<file path="src/rtl/cm0_acg_ctrl_pkg.sv">
// Shared types and elaboration-time helpers for the clock-gate enable sequencer.
// The state encoding is fixed so that the debug state output decodes the same way in every domain.
package cm0_acg_ctrl_pkg;

   typedef enum logic [1:0] {
      RUN  = 2'd0,
      HYST = 2'd1,
      OFF  = 2'd2,
      WAKE = 2'd3
   } acg_state_e;

   // Both countdowns preload (cycles-1), so each may be as large as 2^cntw.
   function automatic logic acg_params_ok(input int idle_cycles, input int wake_cycles,
                                          input int cntw);
      longint lim;
      lim = longint'(64'd1 << cntw);
      return (cntw >= 1) && (cntw <= 31) &&
             (idle_cycles >= 1) && (longint'(idle_cycles) <= lim) &&
             (wake_cycles >= 1) && (longint'(wake_cycles) <= lim);
   endfunction

endpackage

</file>
<file path="src/rtl/cm0_acg_dncnt.sv">
// Loadable down-counter shared by the idle-hysteresis and wake-settle phases.
// Load has priority over decrement, and the count saturates at zero.
module cm0_acg_dncnt #(
   parameter int CNTW = 8
) (
   input  logic            clk,
   input  logic            rst,
   input  logic            load,
   input  logic            dec,
   input  logic [CNTW-1:0] load_val,
   output logic            zero
);

   logic [CNTW-1:0] cnt;

   always_ff @(posedge clk or posedge rst) begin
      if (rst) begin
         cnt <= '0;
      end else if (load) begin
         cnt <= load_val;
      end else if (dec && (cnt != '0)) begin
         cnt <= cnt - 1'b1;
      end
   end

   assign zero = (cnt == '0);

endmodule

</file>
<file path="src/rtl/cm0_acg_ctrl.sv">
// Enable sequencer for one architectural clock-gate cell: hysteresis before gating off,
// and a fixed settle time before acknowledging a wake request. Runs on the ungated clock.
module cm0_acg_ctrl
   import cm0_acg_ctrl_pkg::*;
#(
   parameter logic ACG         = 1'b1,
   parameter int   IDLE_CYCLES = 16,
   parameter int   WAKE_CYCLES = 2,
   parameter int   CNTW        = 8
) (
   input  logic       CLKIN,
   input  logic       RESET,
   input  logic       BUSY,
   input  logic       FORCEON,
   input  logic       WAKEREQ,
   output logic       WAKEACK,
   output logic       GATEEN,
   output logic       GATED,
   output logic [1:0] state_dbg
);

   // Handshake: WAKEREQ rises and holds until WAKEACK rises; WAKEREQ then falls and WAKEACK
   // follows one edge later. A request withdrawn before its acknowledge is simply dropped.

   generate
      if (!acg_params_ok(IDLE_CYCLES, WAKE_CYCLES, CNTW)) begin : g_bad_params
         $error("cm0_acg_ctrl: IDLE_CYCLES/WAKE_CYCLES must lie in 1..2**CNTW");
      end
   endgenerate

   localparam logic [CNTW-1:0] IDLE_LD = CNTW'(IDLE_CYCLES - 1);
   localparam logic [CNTW-1:0] WAKE_LD = CNTW'(WAKE_CYCLES - 1);

   acg_state_e      state;
   acg_state_e      next_state;
   logic            keep;
   logic            cnt_load;
   logic            cnt_dec;
   logic            cnt_zero;
   logic [CNTW-1:0] cnt_load_val;
   logic            gateen_d;
   logic            gated_d;
   logic            wakeack_d;

   assign keep      = BUSY | FORCEON | WAKEREQ;
   assign state_dbg = state;

   cm0_acg_dncnt #(.CNTW(CNTW)) u_dncnt (
      .clk      (CLKIN),
      .rst      (RESET),
      .load     (cnt_load),
      .dec      (cnt_dec),
      .load_val (cnt_load_val),
      .zero     (cnt_zero)
   );

   // Reset forces the clock on without waiting for an edge.
   always_ff @(posedge CLKIN or posedge RESET) begin
      if (RESET) begin
         state   <= RUN;
         GATEEN  <= 1'b1;
         GATED   <= 1'b0;
         WAKEACK <= 1'b0;
      end else begin
         state   <= next_state;
         GATEEN  <= gateen_d;
         GATED   <= gated_d;
         WAKEACK <= wakeack_d;
      end
   end

   always_comb begin
      next_state   = state;
      cnt_load     = 1'b0;
      cnt_dec      = 1'b0;
      cnt_load_val = IDLE_LD;
      if (ACG) begin
         case (state)
            RUN: begin
               if (!keep) begin
                  next_state = HYST;
                  cnt_load   = 1'b1;
               end
            end
            // Fresh activity wins over an expiring countdown.
            HYST: begin
               if (keep)          next_state = RUN;
               else if (cnt_zero) next_state = OFF;
               else               cnt_dec    = 1'b1;
            end
            OFF: begin
               if (keep) begin
                  next_state   = WAKE;
                  cnt_load     = 1'b1;
                  cnt_load_val = WAKE_LD;
               end
            end
            // Activity is ignored while the clock settles; RUN re-evaluates it next edge.
            WAKE: begin
               if (cnt_zero) next_state = RUN;
               else          cnt_dec    = 1'b1;
            end
            default: next_state = RUN;
         endcase
      end else begin
         next_state = RUN;
      end
   end

   always_comb begin
      gateen_d  = (next_state != OFF);
      gated_d   = (next_state == OFF) || (next_state == WAKE);
      wakeack_d = WAKEREQ && (state == RUN);
   end

endmodule

</file>
<file path="config.mk">
export PLATFORM = sky130hd
export DESIGN_NAME = cm0_acg_ctrl
export DESIGN_NICKNAME = d
export VERILOG_FILES = /design/src/rtl/cm0_acg_ctrl_pkg.sv /design/src/rtl/cm0_acg_dncnt.sv /design/src/rtl/cm0_acg_ctrl.sv
export SDC_FILE = /design/constraint.sdc
export NUM_CORES = 1
export LEC_CHECK = 0
export ABC_AREA = 1
export BUFFER_PORTS_ARGS = -buffer_cell sky130_fd_sc_hd__buf_4
export CAP_MARGIN = 20
export CORE_UTILIZATION = 54
export DETAILED_ROUTE_END_ITERATION = 6
export HOLD_SLACK_MARGIN = 0.03
export PLACE_DENSITY = 0.75
export SLEW_MARGIN = 40
export SYNTH_ARGS = -nofsm -noshare
export SYNTH_HDL_FRONTEND = slang
export SYNTH_SLANG_ARGS = --single-unit
export TNS_END_PERCENT = 30
</file>
<file path="constraint.sdc">
create_clock -name CLKIN -period 1.5 [get_ports CLKIN]
set_input_delay 0.225 -clock CLKIN [delete_from_list [all_inputs] [get_ports CLKIN]]
set_output_delay 0.225 -clock CLKIN [all_outputs]
set_load 0.05 [all_outputs]
</file>
==> metrics.log <==
INFO  metric yosysTopAreaCellShare = 39.8%
INFO  metric clock_path_buffers = 2
INFO  metric syn-cell-area = 754 µm²
INFO  metric antenna_cells = 0
INFO  metric tritoncts_sink_count = 13
INFO  metric clk-insertion-delay-late = 0.28 ns
INFO  metric final_cell_mix = sky130_fd_sc_hd__nand2_1, sky130_fd_sc_hd__dfrtp_1, sky130_fd_sc_hd__nor2_1
INFO  metric tritoncts = yes
INFO  metric ant_nets = 0
INFO  metric crit_path_frequent_cell = sky130_fd_sc_hd__nand2_1
INFO  metric worstPathMaxFanout = 7
INFO  metric clk_pin_slew = 0.08 ns
INFO  metric rows = 13
INFO  metric gpl.final_weighted_congestion = 0.834
INFO  metric fp.coreArea = 0.00130 mm²
INFO  metric clock_period_minus_final_worst_setup_slack = 1.37 ns
INFO  metric postSynthCellCount = 97
INFO  metric final_worst_clock_skew = 0.00492 ns
INFO  metric area_growth_syn_to_layout = 16.3%
INFO  metric holdCritPathClass = input pin to register
INFO  metric detail_route.wl_per_cell = 11.2 µm
INFO  metric critical_path.n_buffers_inverters = 1
INFO  metric critPathLaunchType = register
INFO  metric ys_seq_area_share = 43.3%
INFO  metric hold_end = WAKEACK
INFO  metric worst_ir_drop_vdd = 0.00113 V
INFO  metric cts_made_buffers = 3
INFO  metric report.final.setup_viol = 0
INFO  metric timing.critical_path.required = 1.72 ns
INFO  metric layout_commonest_cell = sky130_fd_sc_hd__nand2_1
INFO  metric crit_path_start = state_dbg[0]
INFO  metric firstDrtPassIters = 4
INFO  metric final_design_area_no_fill = 877 µm²
INFO  metric grt_total_usage = 21.6%
INFO  metric cts_max_level = 1
INFO  metric grt_antenna_before_repair = 0
INFO  metric r2r_setup_slack = 0.13 ns
INFO  metric cp_slowest_cell = sky130_fd_sc_hd__dfrtp_1
INFO  metric tightestPinTransition = 0.498 ns
INFO  metric synth_seq_cells = 13
INFO  metric synth_largest_area_cell = sky130_fd_sc_hd__dfrtp_1
INFO  metric synthesis.nets = 104
INFO  metric dieWidth = 39.4 µm
INFO  metric status = completed
INFO  metric drt_iter0_markers = 10
INFO  metric port-buffer-count = 9
INFO  metric finalMaxSlewViolations = 0
INFO  metric end_kind = register
INFO  metric drive_above_1_share = 18.9%
INFO  metric rr_worst_depth = 7
INFO  metric min_period_over_period = 91.3%
INFO  metric max_slew_margin = 66.8%
INFO  metric grt_overflow_total = 0
INFO  metric worstPathCellList = nor2_1 -> nand3_1 -> nand2_4 -> inv_2 -> o21ai_2 -> nand2_1 -> nand2_1
INFO  metric slowest_delay = 0.44 ns
INFO  metric routed_wirelength = 1420 µm
INFO  metric layout.nets = 119
INFO  metric dpl-instance-area = 841 µm²
INFO  metric largest_net_degree_at_the_start_of_global_routing = 14
INFO  metric cellLeakagePower = 0.467 nW
INFO  metric n_fill_cell = 117
INFO  metric fmax = 730 MHz
INFO  metric cell_depth_of_the_worst_hold_path = 2
INFO  metric chipHeight = 39.4 µm
INFO  metric r2r_end = u_dncnt.cnt[2]
INFO  metric first_global_vias = 550
INFO  metric ys.warnings.count = 0
INFO  metric critPathArrivalTime = 1.59 ns
INFO  metric post-dp-hpwl = 1060 µm
INFO  metric timing.rr.start = state_dbg[0]
INFO  metric timing_hold_violations_final = 0
INFO  metric synthDistinctLibCells = 20
INFO  metric initial_utilization = 58.0%
INFO  metric path_delay_family = simple AND/OR/NAND/NOR gates
INFO  metric detail_route.vias_per_cell = 5.28
INFO  metric post-place-ws = 0.0901 ns
INFO  metric totalNegativeSetupSlack = 0 ns
INFO  metric max_cap_viol_count = 0
INFO  metric top_level_ports = 10
INFO  metric floorplan.die_area = 0.00155 mm²
INFO  metric syn_area_per_cell = 7.78 µm²
INFO  metric setup_slack = 0.130 ns
INFO  metric power.density_cell_area = 2330 mW/mm²
INFO  metric synth_top_cells_by_area = sky130_fd_sc_hd__dfrtp_1, sky130_fd_sc_hd__nand2_1, sky130_fd_sc_hd__nor2_1, sky130_fd_sc_hd__nand3_1, sky130_fd_sc_hd__inv_1
INFO  metric cts-root-buf = sky130_fd_sc_hd__clkbuf_4
INFO  metric rsz0062_at_grt = no
INFO  metric post_cts_buffers = 0
INFO  metric grt_first_pass_wirelength = 2240 µm
INFO  metric hold_start = WAKEREQ
INFO  metric vias = 665
INFO  metric timing.setup.critical_path_class = register to register
INFO  metric drcViolationCount = 0
[cell usage after synthesis]
cell type / count
sky130_fd_sc_hd__o21ai_2: 1
sky130_fd_sc_hd__nor2_8: 1
sky130_fd_sc_hd__xor2_1: 1
sky130_fd_sc_hd__inv_2: 1
sky130_fd_sc_hd__ha_1: 2
sky130_fd_sc_hd__o21bai_1: 2
sky130_fd_sc_hd__nor2_4: 2
sky130_fd_sc_hd__nor2_1: 11
sky130_fd_sc_hd__nand2_1: 35
sky130_fd_sc_hd__nand4_1: 4
sky130_fd_sc_hd__xnor2_1: 2
sky130_fd_sc_hd__nand2_2: 1
sky130_fd_sc_hd__inv_1: 9
sky130_fd_sc_hd__o21ai_0: 2
sky130_fd_sc_hd__dfrtp_1: 12
sky130_fd_sc_hd__nor3b_1: 1
sky130_fd_sc_hd__nand2_4: 1
sky130_fd_sc_hd__dfstp_2: 1
sky130_fd_sc_hd__a21oi_1: 1
sky130_fd_sc_hd__nand3_1: 7
[worst reg2reg max path: stages, from the launching register on]
cell and delay (ns):
sky130_fd_sc_hd__dfrtp_1 0.44, sky130_fd_sc_hd__nor2_1 0.11, sky130_fd_sc_hd__nand3_1 0.19, sky130_fd_sc_hd__nand2_4 0.20, sky130_fd_sc_hd__inv_2 0.08, sky130_fd_sc_hd__o21ai_2 0.12
sky130_fd_sc_hd__nand2_1 0.09, sky130_fd_sc_hd__nand2_1 0.08
[how the worst max path moves through the flow]
stage	endpoint	slack (ns)	depth (start not counted)
2_1_floorplan	u_dncnt.cnt[3]	0.01	9
3_3_place_gp	u_dncnt.cnt[0]	0.16	8
3_5_place_dp	u_dncnt.cnt[0]	0.09	8
4_1_cts	u_dncnt.cnt[0]	0.07	8
5_1_grt	u_dncnt.cnt[3]	0.007	8
6_report	u_dncnt.cnt[2]	0.13	7
[layout make-up]
class | instances | area [µm²] | area share [%]
Clock buffer | 4 | 26.3 | 3.00
Multi-Input combinational cell | 74 | 390 | 44.5
Inverter | 10 | 37.5 | 4.28
Tap cell | 15 | 18.8 | 2.14
Sequential cell | 13 | 327 | 37.2
Timing Repair Buffer | 10 | 77.6 | 8.84
[through the flow]
step | hold WS, ns | total power [mW] | util (%) | cells
2_1_floorplan | 0.101 | 1.56 | - | 97
3_3_place_gp | 0.276 | 1.81 | 64.6 | 121
3_5_place_dp | 0.282 | 1.83 | 64.6 | 121
4_1_cts | 0.214 | 2.06 | 67.4 | 126
5_1_grt | 0.223 | 2.23 | 67.4 | 126
6_report | 0.216 | 2.05 | 67.4 | 126
[what timing repair did]
action,4_1_cts,5_1_grt
setup endpoints to repair,0,8
hold buffers,1,0
endpoints found under the hold margin,12,0
gates resized for setup,0,1
[layer usage]
| layer | global-route usage, % | vias to the layer above | share of wire, % |
|---|---|---|---|
| li1 | - | 337 | - |
| met1 | 28.1 | 310 | 47 |
| met2 | 34.6 | 13 | 48 |
| met3 | 3.41 | 5 | 3.4 |
| met4 | 10.3 | 0 | 2.4 |
| met5 | 0 | - | 0 |
[cells by family after synthesis]
group | after synthesis | share of synthesized area, %
AOI/OAI and AO/OA | 6 | 5.14
xor gates and xnor gates | 3 | 3.48
adders and majority gates | 2 | 3.32
buffers and inverters | 10 | 4.97
DFF | 13 | 43.3
and+or+nand+nor | 63 | 39.8
[where the power goes]
part	switching, mW	total [mW]	internal (mW)
logic	0.792	1.19	0.400
registers	0.137	0.638	0.501
clock network	0.113	0.216	0.103
[flip-flops by register name (all words and copies together) (netlist names)]
signal,flops
GATED,1
GATEEN,1
WAKEACK,1
state_dbg,2
u_dncnt.cnt,8
No activity file was read; power rests on OpenSTA's default activity.
